==> src/rtl/uart_pkg.sv <==
// rtl/uart_pkg.sv - shared UART types and parity helper
package uart_pkg;

  typedef enum logic [2:0] {
    IDLE,
    DATA,
    PARITY,
    STOP,
    BREAK
  } rx_state_t;

  localparam int unsigned MAX_DATA_WIDTH = 15;

  // Callers zero-extend narrower words; the extra zeros do not change parity.
  function automatic logic even_parity(input logic [MAX_DATA_WIDTH-1:0] data);
    return ^data;
  endfunction

endpackage

==> src/rtl/uart_rx_if.sv <==
// rtl/uart_rx_if.sv - serial line in, received word stream out
interface uart_rx_if #(
  parameter int DATA_WIDTH = 8
);

  logic                  rx;
  logic                  parity;
  logic [DATA_WIDTH-1:0] rx_data;
  logic                  valid;
  logic                  ready;
  logic                  parity_err;
  logic                  frame_err;
  logic                  overrun;

  modport master (
    output rx, parity, ready,
    input  rx_data, valid, parity_err, frame_err, overrun
  );

  modport slave (
    input  rx, parity, ready,
    output rx_data, valid, parity_err, frame_err, overrun
  );

endinterface

==> src/rtl/uart_sync.sv <==
// rtl/uart_sync.sv - N-flop bit synchroniser, resets to 1
module uart_sync #(
  parameter int STAGES = 2
) (
  input  logic clk,
  input  logic rst,
  input  logic d_i,
  output logic q_o
);

  logic [STAGES-1:0] sync_q;
  logic [STAGES:0]   chain;

  assign chain = {sync_q, d_i};

  always_ff @(posedge clk) begin
    if (rst) begin
      sync_q <= '1;
    end else begin
      sync_q <= chain[STAGES-1:0];
    end
  end

  assign q_o = sync_q[STAGES-1];

endmodule

==> src/rtl/uart_rx.sv <==
// rtl/uart_rx.sv - one-cycle-per-bit UART deframer with one-entry output register
module uart_rx
  import uart_pkg::*;
#(
  parameter int DATA_WIDTH  = 8,
  parameter int SYNC_STAGES = 2
) (
  input logic      clk,
  input logic      rst,
  uart_rx_if.slave bus
);

  logic rx_s;

  uart_sync #(.STAGES(SYNC_STAGES)) u_sync (
    .clk (clk),
    .rst (rst),
    .d_i (bus.rx),
    .q_o (rx_s)
  );

  rx_state_t             state_q, state_d;
  logic [3:0]            bit_cnt_q, bit_cnt_d;
  logic [DATA_WIDTH-1:0] shift_q, shift_d;
  logic                  par_en_q, par_en_d;
  logic                  perr_q, perr_d;
  logic [DATA_WIDTH:0]   shift_cat;

  logic                  frame_done;
  logic                  frame_perr;
  logic                  frame_ferr;

  logic [DATA_WIDTH-1:0] data_q, data_d;
  logic                  valid_q, valid_d;
  logic                  perr_out_q, perr_out_d;
  logic                  ferr_q, ferr_d;
  logic                  overrun_q, overrun_d;

  assign shift_cat = {rx_s, shift_q};

  always_comb begin
    state_d    = state_q;
    bit_cnt_d  = bit_cnt_q;
    shift_d    = shift_q;
    par_en_d   = par_en_q;
    perr_d     = perr_q;
    frame_done = 1'b0;
    frame_perr = 1'b0;
    frame_ferr = 1'b0;
    case (state_q)
      IDLE: begin
        if (!rx_s) begin
          state_d   = DATA;
          bit_cnt_d = 4'(DATA_WIDTH);
          par_en_d  = bus.parity;
          perr_d    = 1'b0;
        end
      end
      DATA: begin
        shift_d   = shift_cat[DATA_WIDTH:1];
        bit_cnt_d = bit_cnt_q - 4'd1;
        if (bit_cnt_q == 4'd1) begin
          state_d = par_en_q ? PARITY : STOP;
        end
      end
      PARITY: begin
        perr_d  = even_parity(MAX_DATA_WIDTH'(shift_q)) ^ rx_s;
        state_d = STOP;
      end
      STOP: begin
        frame_done = 1'b1;
        frame_ferr = ~rx_s;
        frame_perr = par_en_q & perr_q;
        state_d    = rx_s ? IDLE : BREAK;
      end
      BREAK: begin
        // A held-low line yields one bad frame, then waits for idle.
        if (rx_s) begin
          state_d = IDLE;
        end
      end
      default: state_d = IDLE;
    endcase
  end

  always_comb begin
    data_d     = data_q;
    valid_d    = valid_q;
    perr_out_d = perr_out_q;
    ferr_d     = ferr_q;
    overrun_d  = 1'b0;
    if (frame_done) begin
      if (!valid_q || bus.ready) begin
        data_d     = shift_q;
        perr_out_d = frame_perr;
        ferr_d     = frame_ferr;
        valid_d    = 1'b1;
      end else begin
        overrun_d = 1'b1;
      end
    end else if (valid_q && bus.ready) begin
      valid_d = 1'b0;
    end
  end

  always_ff @(posedge clk) begin
    if (rst) begin
      state_q    <= IDLE;
      bit_cnt_q  <= '0;
      shift_q    <= '0;
      par_en_q   <= 1'b0;
      perr_q     <= 1'b0;
      data_q     <= '0;
      valid_q    <= 1'b0;
      perr_out_q <= 1'b0;
      ferr_q     <= 1'b0;
      overrun_q  <= 1'b0;
    end else begin
      state_q    <= state_d;
      bit_cnt_q  <= bit_cnt_d;
      shift_q    <= shift_d;
      par_en_q   <= par_en_d;
      perr_q     <= perr_d;
      data_q     <= data_d;
      valid_q    <= valid_d;
      perr_out_q <= perr_out_d;
      ferr_q     <= ferr_d;
      overrun_q  <= overrun_d;
    end
  end

  assign bus.rx_data    = data_q;
  assign bus.valid      = valid_q;
  assign bus.parity_err = perr_out_q;
  assign bus.frame_err  = ferr_q;
  assign bus.overrun    = overrun_q;

endmodule

==> src/flat_wrapper.sv <==
// flat-port wrapper written by rule: the top's interface ports become plain ports
module uart_rx_flat import uart_pkg::*;
#(
  parameter int DATA_WIDTH  = 8,
  parameter int SYNC_STAGES = 2
)
  (clk, rst, bus_rx, bus_parity, bus_ready, bus_rx_data, bus_valid, bus_parity_err, bus_frame_err, bus_overrun);
  uart_rx_if #(.DATA_WIDTH(DATA_WIDTH)) bus_i ();
  input logic clk;
  input logic rst;
  input wire logic [$bits(bus_i.rx)-1:0] bus_rx;
  input wire logic [$bits(bus_i.parity)-1:0] bus_parity;
  input wire logic [$bits(bus_i.ready)-1:0] bus_ready;
  output wire logic [$bits(bus_i.rx_data)-1:0] bus_rx_data;
  output wire logic [$bits(bus_i.valid)-1:0] bus_valid;
  output wire logic [$bits(bus_i.parity_err)-1:0] bus_parity_err;
  output wire logic [$bits(bus_i.frame_err)-1:0] bus_frame_err;
  output wire logic [$bits(bus_i.overrun)-1:0] bus_overrun;
  assign bus_i.rx = bus_rx;
  assign bus_i.parity = bus_parity;
  assign bus_i.ready = bus_ready;
  assign bus_rx_data = bus_i.rx_data;
  assign bus_valid = bus_i.valid;
  assign bus_parity_err = bus_i.parity_err;
  assign bus_frame_err = bus_i.frame_err;
  assign bus_overrun = bus_i.overrun;
  uart_rx #(.DATA_WIDTH(DATA_WIDTH), .SYNC_STAGES(SYNC_STAGES)) u_core (.clk(clk), .rst(rst), .bus(bus_i));
endmodule
==> config.mk <==
export PLATFORM = sky130hd
export DESIGN_NAME = uart_rx_flat
export DESIGN_NICKNAME = d
export VERILOG_FILES = /design/src/rtl/uart_pkg.sv /design/src/rtl/uart_rx_if.sv /design/src/rtl/uart_sync.sv /design/src/rtl/uart_rx.sv /design/src/flat_wrapper.sv
export SDC_FILE = /design/constraint.sdc
export NUM_CORES = 1
export LEC_CHECK = 0
export ABC_AREA = 1
export CORE_UTILIZATION = 40
export CTS_BUF_LIST = sky130_fd_sc_hd__clkbuf_8
export DETAILED_ROUTE_END_ITERATION = 16
export GPL_TIMING_DRIVEN = 1
export PLACE_DENSITY = 0.65
export SLEW_MARGIN = 25
export SYNTH_ARGS = -nofsm -noshare
export SYNTH_HDL_FRONTEND = slang
export SYNTH_SLANG_ARGS = --single-unit
==> constraint.sdc <==
create_clock -name clk -period 2.97 [get_ports clk]
set_input_delay 0.4455 -clock clk [delete_from_list [all_inputs] [get_ports clk]]
set_output_delay 0.4455 -clock clk [all_outputs]
set_load 0.1 [all_outputs]
==> results.txt, run 1 <==
The data arrival time at the worst-slack endpoint came out at 1.89 ns. The remaining design rule violation count is 0. The register clock-pin slew on the reported worst setup and hold paths was 0.06 ns; the placed instance area was 1460 um^2.

The run gives 0 as the number of inserted diodes. The tools report the startpoint type of the worst setup path as an input port. The cell type with the largest total area after synthesis is sky130_fd_sc_hd__dfxtp_1. The worst hold path belongs to the class reg2reg.

The tools report the insertion delay to the later sink of the worst-skew pair as 0.28 ns. The net count of the finished layout is 197. Cells with a size suffix above 1 make up 14.2% of the layout.

Nature of the critical path endpoint: a register. Number of instances in the synthesized netlist: 172. The detailed router placed 1147 vias in this run. CTS placed an instance of sky130_fd_sc_hd__clkbuf_8 at the clock tree root. The number of max-cap violations is 0. Traced cell by cell, the critical path runs through clkdlybuf4s50_1 > inv_1 > o21ai_0 > a21oi_1. The first detailed-routing pass took 4 iterations.

Counting both buffers and inverters, the worst setup path holds a total of 2. The final weighted congestion in routability-driven placement is 0.784. For the normalized max-slew margin, the log shows 54.7%. The tools report the global-route wire length before repair as 4.68 mm.

The post-synthesis compound-gate area fraction is 20.8%. Summing the areas of all fa, ha and maj instances in the mapped netlist gives 1.92% of the synthesized area. The run gives 0 ns as the setup TNS. After synthesis, the largest family of logic cells by area is compound AO/OA/AOI/OAI gates. The share of synthesized area in the top cell type comes to 47.5%. Total of cells resized after clock tree synthesis: 0. Counting along the longest clock path gives a buffer depth of 2. The run finished with clean final reports.

The upper clock frequency limit was 0.591 GHz. The initial antenna violation count came out at 0. Measured along the y axis, the die boundary spans 59.1 um. For this block, the routed nets add up to 2.57 mm of wire. The power density over cell area was 678 nW/um^2; the biggest cell delay along the critical path was 0.61 ns. The portion of synthesized area spent on multiplexers is 0%. In the synthesized netlist the async set-or-reset flop fraction comes to 0%.

Global routing used 18.1% of the available tracks. Synthesis produced a netlist with a net count of 179. After routing the design area is 1550 um^2. The largest driver fanout on the critical path is 19. The die width works out to 59.1 um. By startpoint and endpoint, the worst setup path is classified as in2reg. In the routed layout, each cell is associated on average with a via count of 4.90. For the count of final setup violators, the log shows 0. TritonCTS built the clock tree.

The library cell used most frequently in the layout, excluding fill and tap cells, is sky130_fd_sc_hd__dfxtp_1. The tools report the worst-case vdd ir drop as 0.317 mV. The post-route antenna net violation count is 0, and the number of violations reported at the end of detailed-routing iteration 0 is 46. The number of endpoints with negative hold slack in the final report came out at 0.

For the worst setup path, the data required time is 3.17 ns. The worst clock skew was 0.00572 ns; the time the final worst path needs with I/O delays and setup was 1.69 ns. In this run, synthesis inferred 0 flip-flops with an integrated enable.

The post-synthesis to final-layout area growth was 18.5%; the total number of H-tree levels was 2. After clock tree synthesis, the flow added hold-fix buffers numbering 0. The average size of a mapped cell works out to 7.59 um^2. After global routing the overflow that remains totals 0. In the finished design, the share of the clock period the worst path needs comes to 57.0%. The number of setup buffers added after CTS is 0.

The slowest cell on the critical path was sky130_fd_sc_hd__clkdlybuf4s50_1. The pin count of the biggest net entering global routing is 21, and the HPWL after detailed placement is 1.87 mm. The routed wirelength normalized by instance count was 11.0 um; the synthesis warning total was 0.

After synthesis, flip-flops and latches occupy 47.5% of the total area. Setup repair after global routing left no endpoint under its margin. The cell family with the largest share of critical-path delay is buffers and inverters.

The initial utilization of the core area, before any placement, comes to 42.4%. Buffers inserted during clock tree synthesis total 5. The number of buffers inserted by port buffering was 16; the post-synthesis register bit count was 31. The number of rows created at floorplan came out at 20. Synthesized cell area: 1310 um^2. The most used flip-flop cell after synthesis is sky130_fd_sc_hd__dfxtp_1. In the layout the commonest cells are sky130_fd_sc_hd__dfxtp_1 (31), sky130_fd_sc_hd__nand2_1 (29), sky130_fd_sc_hd__a21oi_1 (25).

The via count of the first global-routing pass was 1098. The leakage dissipation is 0.000660 uW, and the top-level port count is 17. By area the synthesized netlist is led by sky130_fd_sc_hd__dfxtp_1 (48%), sky130_fd_sc_hd__a21oi_1 (9.6%), sky130_fd_sc_hd__nand2_1 (8.3%), sky130_fd_sc_hd__o21ai_0 (7.3%), sky130_fd_sc_hd__inv_1 (6.6%). Transition time at the pin with the least slew margin: 0.678 ns. The die outline area is 3500 um^2, and the post-synthesis xor/xnor area fraction is 0%. The core area was 3080 um^2; the number of distinct library cells after synthesis was 27. The number of pins with negative max-slew slack in the final report came out at 0. CTS saw 31 sinks. The post-synthesis share of cell area spent on and, or, nand and nor gates came out at 20.5%.
-- area by class of cell --
class,instances,area (um^2)
fillers,337,1530
well taps,44,55.1
multi-input cells,112,564
repair buffers,16,130
inverters,24,90.1
clock inverters,1,5.00
flip-flops and latches,31,621
clock buffers,6,82.6
-- metrics by stage --
stage | setup WS (ns) | std cells | util [%] | total power [uW] | hold slack, ns
floorplan | 1.26 | 172 | - | 688 | 0.389
global placement | 1.06 | 227 | 47.4 | 727 | 0.393
detailed placement | 0.985 | 227 | 47.4 | 735 | 0.398
CTS | 1.26 | 234 | 50.3 | 1060 | 0.413
global route | 1.11 | 234 | 50.3 | 1130 | 0.452
finish | 1.28 | 234 | 50.3 | 1050 | 0.413
-- flip-flops by register name (all words and copies together), names as in the netlist --
| register | cells |
|---|---|
| u_core.bus.rx_data | 8 |
| u_core.shift_q | 8 |
| u_core.bit_cnt_q | 4 |
| u_core.state_q | 3 |
| u_core.u_sync.sync_q | 2 |
| u_core.bus.frame_err | 1 |
| u_core.bus.overrun | 1 |
| u_core.bus.parity_err | 1 |
| u_core.bus.valid | 1 |
| u_core.par_en_q | 1 |
| u_core.perr_q | 1 |
-- logic make-up (layout without fill, tap and decap cells) --
logic type,after synthesis,count (layout)
AND/OR/NAND/NOR,59,59
AO/OA/AOI/OAI,51,51
flip-flops,31,31
buffers and inverters,29,47
adder cells (fa/ha/maj),2,2
-- cell usage after synthesis, drive strengths merged (2+ instances only) --
library cell	n
buf	3
nor3	4
a21oi	25
nor2	13
ha	2
inv	24
o211ai	2
dfxtp	31
clkbuf	2
nand2	29
nand3	9
o21ai	20
or2	3
-- report_power, final --
part / internal, uW / switching, uW / leakage, uW
combinational: 76.5 / 155 / 0.000360
sequential: 458 / 36.2 / 0.000253
clock: 181 / 142 / 0.0000470
total: 716 / 333 / 0.000660
-- layer usage --
layer / track usage [%] / part of all wire [%] / vias to the layer above
met5: 0 / 0 / -
met4: 9.18 / 0.82 / 0
met3: 4.80 / 3.7 / 2
met2: 30.8 / 50 / 23
met1: 20.9 / 46 / 521
li1: - / - / 601
-- final timing paths --
path | start | to | slack, ns | cells after the start
min reg2reg | u_core.u_sync.sync_q[0]$_SDFF_PP1_ | u_core.u_sync.sync_q[1]$_SDFF_PP1_ | 0.41 | 1
max reg2reg | u_core.state_q[0]$_SDFFE_PP0P_ | u_core.state_q[1]$_SDFFE_PP0P_ | 1.38 | 5
min | u_core.u_sync.sync_q[0]$_SDFF_PP1_ | u_core.u_sync.sync_q[1]$_SDFF_PP1_ | 0.41 | 1
max | rst | u_core.shift_q[2]$_SDFFE_PP0N_ | 1.28 | 4
Power figures use the tool's default switching activity.
==> run 2: changes to the inputs <==
PLACE_DENSITY = 0.67   (was 0.65)
clock period = 1.4 ns   (was 2.97 ns; I/O delays follow)
==> run 2 against run 1 <==
Combinational power up 130%. Power up 140%. Cell count up 2.6%. Clock-buffer cell count unchanged. Clock skew down 0.0023 ns. Largest power group unchanged. First-iteration DRC count up 17%. Setup slack worse by 1.1 ns. Global-route usage down 1.2 points. Sequential share of layout area down 5.3 points. Design area up 16%. Non-clock buffer count up 5. Sequential cell count unchanged.
==> results.txt, run 2 (same netlist as run 1, synthesis figures left out) <==
For the data required time at the worst endpoint, the log shows 1.61 ns (was 3.17 ns). Via count of the first global-routing pass: 996 (was 1098). TritonCTS built the clock tree. The number of vias after detailed routing is 1161 (was 1147), and the number of cells on the critical path is 5 (was 4). The worst clock skew was 0.00347 ns (was 0.00572 ns). Commonest cells after routing, fill and taps aside: sky130_fd_sc_hd__dfxtp_1 (30), sky130_fd_sc_hd__nand2_1 (29), sky130_fd_sc_hd__a21oi_1 (25) (was sky130_fd_sc_hd__dfxtp_1 (31), sky130_fd_sc_hd__nand2_1 (29), sky130_fd_sc_hd__a21oi_1 (25)). The number of pins with negative max-slew slack in the final report was 0 (unchanged). For the register-to-register setup slack, the log shows 0.18 ns (was 1.38 ns). The tools report the end of the worst register-to-register path as u_core.shift_q[1]$_SDFFE_PP0N_ (was u_core.state_q[1]$_SDFFE_PP0P_). The tools report the critical register-to-register path startpoint as u_core.state_q[1]$_SDFFE_PP0P_ (was u_core.state_q[0]$_SDFFE_PP0P_). Category of the most critical setup path: reg2reg (was in2reg). The cell family with the largest share of critical-path delay is flip-flops (was buffers and inverters). The initial antenna violation count came out at 0 (unchanged). The tools report the global routing usage summed across all routing layers as 16.9% (was 18.1%). Worst hold-check path type: reg2reg (unchanged). For the hold buffer count at cts, the log shows 0 (unchanged). The maximum clock insertion buffer count is 2 (unchanged). The nature of the critical path endpoint was a register (unchanged). The fraction of final layout cells with drive strength greater than 1 is 17.3% (was 14.2%), and the number of buffers and inverters on the critical path is 2 (unchanged).

Setup repair after global routing left no endpoint under its margin. The upper clock frequency limit came out at 0.819 GHz. The number of cells on the worst hold path works out to 1 (unchanged). The post-route antenna net violation count was 0 (unchanged). The total number of H-tree levels is 2 (unchanged), and the global-route wire length before repair is 4.33 mm (was 4.68 mm).

The worst-case vdd ir drop is 0.926 mV (was 0.317 mV). Number of detailed-routing iterations run before antenna repair: 4 (unchanged). The total grt overflow came out at 0 (unchanged). Last element of the critical path: u_core.shift_q[1]$_SDFFE_PP0N_ (was u_core.shift_q[2]$_SDFFE_PP0N_). The HPWL after detailed placement is 1.84 mm (was 1.87 mm).

The flow ran to the end, and the final reports show no timing, DRC or antenna violations. Data arrival time at the worst-slack endpoint: 1.43 ns (was 1.89 ns). The fill cell total of the finished layout was 277 (was 337); the worst hold slack was 0.417 ns (was 0.413 ns).

The run gives 5 (unchanged) as the number of CTS-inserted buffers. The top-level port count is 17 (unchanged). The cell count of the worst reg-to-reg path was 5 (unchanged). The run gives 20 (unchanged) as the number of rows created at floorplan. The number of endpoints with negative hold slack in the final report was 0 (unchanged). The initial core utilization is 42.4% (unchanged). Worst setup path startpoint: u_core.state_q[1]$_SDFFE_PP0P_ (was rst).

The most frequent standard cell in the layout excluding fill and tap cells was sky130_fd_sc_hd__dfxtp_1 (unchanged). The routed wirelength normalized by instance count is 10.6 um (was 11.0 um), and the height of the die is 59.1 um (unchanged). The time the final worst path needs with I/O delays and setup is 1.22 ns, and the per-cell via count in the routed design is 4.84 (was 4.90).

The register clock-pin slew on the reported worst setup and hold paths was 0.06 ns (about the same); the pin count of the biggest net entering global routing was 20 (was 21). The power density over cell area is 1380 nW/um^2 (was 678 nW/um^2), and the transition time at the pin with the least slew margin is 0.344 ns (was 0.678 ns). The number of max-cap violations is 0 (unchanged). Net count of the finished layout: 202 (was 197).

The tools report the total of cells resized after clock tree synthesis as 0 (unchanged). The largest driver fanout on the critical path was 16 (was 19). The tools report the number of setup buffers added after CTS as 0 (unchanged). The startpoint type of the worst setup path is a register (was an input port). The sum of routed wire length over all layers is 2.55 mm (was 2.57 mm), and the setup TNS is 0 ns (unchanged). The number of clock sinks was 31 (unchanged); the final clock period utilization by the worst path was 87.2%. The remaining design rule violation count is 0 (unchanged). Root buffer cell: sky130_fd_sc_hd__clkbuf_8 (unchanged). Core area: 3080 um^2 (unchanged). Slowest cell on the critical path: sky130_fd_sc_hd__dfxtp_1 (was sky130_fd_sc_hd__clkdlybuf4s50_1). The die width is 59.1 um (unchanged).

Final weighted congestion in routability-driven placement: 0.828 (was 0.784). The biggest cell delay along the critical path is 0.42 ns (was 0.61 ns), and the number of violations reported at the end of detailed-routing iteration 0 is 54 (was 46). For the insertion delay to the later sink of the worst-skew pair, the log shows 0.28 ns (about the same). Normalized max-slew margin: 76.9% (was 54.7%). The number of buffers inserted by port buffering was 16 (unchanged); the number of inserted diodes was 0 (unchanged). Worst-path cell chain: inv_1 > nand3_1 > buf_4 > o21ai_0 > a21oi_1 (was clkdlybuf4s50_1 > inv_1 > o21ai_0 > a21oi_1). The leakage dissipation was 0.000739 uW (was 0.000660 uW). The count of final setup violators is 0 (unchanged). The post-synthesis to final-layout area growth is 37.4% (was 18.5%), and the die outline area is 3500 um^2 (unchanged).
-- run 2: cell count changes in the layout (fill, tap and decap cells not counted) --
| cell | change |
|---|---|
| sky130_fd_sc_hd__buf_4 | -9 |
| sky130_fd_sc_hd__bufinv_16 | +1 |
| sky130_fd_sc_hd__dfxtp_1 | -1 |
| sky130_fd_sc_hd__dfxtp_4 | +1 |
| sky130_fd_sc_hd__buf_12 | +14 |
-- run 2: stage by stage --
step | cell area [um^2] | cells | worst slack, ns | utilization [%] | total power (uW)
after detailed placement | 1680 | 232 | 0.0152 | 54.5 | 1600
final | 1790 | 240 | 0.179 | 58.3 | 2480
after global placement | 1680 | 232 | 0.0523 | 54.5 | 1570
after CTS | 1790 | 240 | 0.191 | 58.3 | 2500
after floorplan | 1310 | 172 | 0.0844 | - | 1460
after global routing | 1790 | 240 | 0.0555 | 58.3 | 2630
-- run 2: layout make-up --
class | count | area, um^2 | area share, %
multi-input combinational | 112 | 564 | 31.5
clock inverter | 2 | 35.0 | 1.95
tap | 44 | 55.1 | 3.07
inverter | 24 | 90.1 | 5.02
timing repair buffer | 21 | 343 | 19.1
clock buffer | 6 | 82.6 | 4.60
sequential | 31 | 624 | 34.8
-- run 2: layer usage --
layer,GRT usage [%],vias to the layer above,routed length (um)
met5,0,-,0
met4,10.2,0,57
li1,-,615,-
met2,27.1,35,1240
met3,5.02,7,124
met1,19.8,504,1120
-- run 2: worst min path at each step --
stage	slack (ns)	from	to
2_1_floorplan	0.31	bus_rx	u_core.u_sync.sync_q[0]$_SDFF_PP1_
4_1_cts	0.41	u_core.u_sync.sync_q[0]$_SDFF_PP1_	u_core.u_sync.sync_q[1]$_SDFF_PP1_
3_3_place_gp	0.39	u_core.u_sync.sync_q[0]$_SDFF_PP1_	u_core.u_sync.sync_q[1]$_SDFF_PP1_
3_5_place_dp	0.39	u_core.u_sync.sync_q[0]$_SDFF_PP1_	u_core.u_sync.sync_q[1]$_SDFF_PP1_
5_1_grt	0.43	u_core.u_sync.sync_q[0]$_SDFF_PP1_	u_core.u_sync.sync_q[1]$_SDFF_PP1_
6_report	0.42	u_core.u_sync.sync_q[0]$_SDFF_PP1_	u_core.u_sync.sync_q[1]$_SDFF_PP1_
-- run 2: where the power goes --
group	switching (uW)	internal, uW
Sequential	80.3	971
Combinational	333	203
Clock	321	575
==> run 3: changes to the inputs <==
CORE_ASPECT_RATIO = 0.7   (was not set)
MAX_ROUTING_LAYER = met4   (was not set)
SKIP_CTS_REPAIR_TIMING = 1   (was not set)
==> run 3 against run 2 <==
Register-to-register slack hardly changed. First-iteration DRC count down 1.9%. Clock-buffer cell count rose by 1. Critical path type unchanged. Critical endpoint is now u_core.bit_cnt_q[3]$_SDFFE_PP0P_. Largest power group unchanged.
==> results.txt, run 3 (same netlist as run 1, synthesis figures left out) <==
The number of rows created at floorplan was 16 (was 20). The remaining design rule violation count is 0 (unchanged). For the initial antenna violation count, the log shows 0 (unchanged).

The nature of the critical path endpoint is a register (unchanged). The setup TNS came out at 0 ns (unchanged). The total number of H-tree levels was 2 (unchanged).

Most frequent standard cell in the layout excluding fill and tap cells: sky130_fd_sc_hd__dfxtp_1 (unchanged). The via count of the first global-routing pass came out at 1069 (was 996). The die width works out to 70.3 um (was 59.1 um). For the leakage dissipation, the log shows 0.000739 uW (about the same).

The tools report the number of placed instances with taps included as 224 (was 232). The data arrival time at the worst-slack endpoint came out at 1.38 ns (was 1.43 ns). The tools report the core area as 2940 um^2 (was 3080 um^2). The run gives 60.5% (was 58.3%) as the post-route core utilization. Final clock period utilization by the worst path: 87.4% (was 87.2%). The tools report the startpoint type of the worst setup path as a register (unchanged).

The initial core utilization is 44.4% (was 42.4%), and the number of endpoints with negative hold slack in the final report is 0 (unchanged). Normalized max-slew margin: 77.8% (was 76.9%). The fill cell total of the finished layout is 254 (was 277), and the count of final setup violators is 0 (unchanged). The die outline area came out at 3500 um^2 (about the same). Number of inserted diodes: 0 (unchanged). The global routing usage summed across all routing layers was 17.4% (was 16.9%); the cell-internal power was 1630 uW (was 1750 uW). The maximum clock insertion buffer count came out at 2 (unchanged). The tools report the worst clock skew as 0.00434 ns (was 0.00347 ns). The power density over cell area came out at 1330 nW/um^2 (was 1380 nW/um^2). The run finished with clean final reports. The switching share of power is 31.0% (was 29.6%), and the number of pins with negative max-slew slack in the final report is 0 (unchanged). The run gives 0.817 GHz (was 0.819 GHz) as the upper clock frequency limit. The time the final worst path needs with I/O delays and setup came out at 1.22 ns (about the same).

The net count of the finished layout was 202 (unchanged). The number of detailed-routing iterations run before antenna repair was 4 (unchanged). The register clock-pin slew on the reported worst setup and hold paths is 0.06 ns (about the same), and the largest driver fanout on the critical path is 20 (was 16). The placed instance area was 1680 um^2 (about the same); the post-layout instance count excluding filler cells was 232 (was 240). The tools report the part of the power in the clock network as 32.2% (was 36.1%).

The fraction of final layout cells with drive strength greater than 1 is 16.8% (was 17.3%), and the reported net switching power is 733 uW (was 734 uW). The run gives 0.422 ns (was 0.417 ns) as the worst hold slack. Setup repair after global routing left no endpoint under its margin. The tools report the number of vias after detailed routing as 1153 (was 1161). The post-synthesis to final-layout area growth was 36.2% (was 37.4%); the number of buffers inserted by port buffering was 16 (unchanged). The run gives 0.28 ns (about the same) as the insertion delay to the later sink of the worst-skew pair. The run gives 44.4% (was 42.3%) as the sequential share of power. The number of clock sinks was 31 (unchanged). The HPWL after detailed placement was 1.92 mm (was 1.84 mm); the sum of routed wire length over all layers was 2.59 mm (was 2.55 mm). Commonest cells after routing, fill and taps aside: sky130_fd_sc_hd__dfxtp_1 (30), sky130_fd_sc_hd__nand2_1 (29), sky130_fd_sc_hd__a21oi_1 (25) (unchanged). The total grt overflow is 0 (unchanged), and the post-route antenna net violation count is 0 (unchanged). TritonCTS built the clock tree.

Category of the most critical setup path: reg2reg (unchanged). The post-route cell area is 1780 um^2 (was 1790 um^2), and the worst-case vdd ir drop is 0.694 mV (was 0.926 mV). The transition time at the pin with the least slew margin is 0.331 ns (was 0.344 ns), and the number of violations reported at the end of detailed-routing iteration 0 is 53 (was 54). The combinational cell fraction of total power is 23.4% (was 21.6%), and the routed wirelength normalized by instance count is 11.2 um (was 10.6 um). The pin count of the biggest net entering global routing is 21 (was 20). The root buffer cell is sky130_fd_sc_hd__clkbuf_8 (unchanged). The number of CTS-inserted buffers is 5 (unchanged).

Top-level port count: 17 (unchanged). The worst hold-check path type is reg2reg (unchanged). The data required time at the worst endpoint is 1.56 ns (was 1.61 ns), and the final weighted congestion in routability-driven placement is 0.803 (was 0.828). The per-cell via count in the routed design works out to 4.97 (was 4.84). The global-route wire length before repair is 4.57 mm (was 4.33 mm). The height of the die is 49.8 um (was 59.1 um), and the number of max-cap violations is 0 (unchanged).
run 3: changes by cell type in the layout (fill, tap and decap cells not counted):
cell | before | now
sky130_fd_sc_hd__buf_4 | 3 | 2
sky130_fd_sc_hd__bufinv_16 | 1 | 0
sky130_fd_sc_hd__clkinv_2 | 1 | 0
sky130_fd_sc_hd__inv_1 | 23 | 24
sky130_fd_sc_hd__clkbuf_8 | 6 | 7
sky130_fd_sc_hd__buf_12 | 14 | 15
run 3: power groups by stage:
stage,Sequential [uW],Clock [uW],Combinational (uW)
after floorplan,1110,0,351
after global placement,1060,0,536
after detailed placement,1070,0,554
after CTS,1050,776,556
after global routing,1070,829,622
final,1050,760,553
run 3: worst paths after layout:
| check | start | end | slack (ns) | cells after the start |
|---|---|---|---|---|
| worst min register to register | u_core.u_sync.sync_q[0]$_SDFF_PP1_ | u_core.u_sync.sync_q[1]$_SDFF_PP1_ | 0.42 | 1 |
| worst min-delay path | u_core.u_sync.sync_q[0]$_SDFF_PP1_ | u_core.u_sync.sync_q[1]$_SDFF_PP1_ | 0.42 | 1 |
| worst max-delay path | u_core.state_q[2]$_SDFFE_PP0P_ | u_core.bit_cnt_q[3]$_SDFFE_PP0P_ | 0.18 | 6 |
| worst max register to register | u_core.state_q[2]$_SDFFE_PP0P_ | u_core.bit_cnt_q[3]$_SDFFE_PP0P_ | 0.18 | 6 |
run 3: layer usage:
metal  wire [um]  vias up  GRT usage (%)
met1        1290      520           20.2
met2        1150       19           27.3
li1            -      608              -
met3         102        6           5.52
met5           0        -              -
met4          49        0           9.00
run 3: final cells by class:
class                      count  area, um^2  share of cell area, %
timing repair buffer          21         355                   20.0
sequential                    31         624                   35.1
tap                           36        45.0                   2.53
inverter                      24        90.1                   5.06
clock buffer                   7        96.3                   5.41
clock inverter                 1        3.75                  0.211
multi-input combinational    112         564                   31.7
run 3: per-stage QoR:
step                      total power [uW]  setup WS (ns)
after CTS                             2380          0.195
after detailed placement              1620       0.000310
after global routing                  2520         0.0772
final                                 2360          0.176
after floorplan                       1460         0.0844
after global placement                1600         0.0503
run 3: critical path: stages, from the launching register on:
cell	delay, ns
sky130_fd_sc_hd__dfxtp_1	0.38
sky130_fd_sc_hd__inv_1	0.11
sky130_fd_sc_hd__nand3_1	0.13
sky130_fd_sc_hd__buf_12	0.16
sky130_fd_sc_hd__nand2_1	0.09
sky130_fd_sc_hd__o21ai_0	0.17
sky130_fd_sc_hd__a31oi_1	0.06
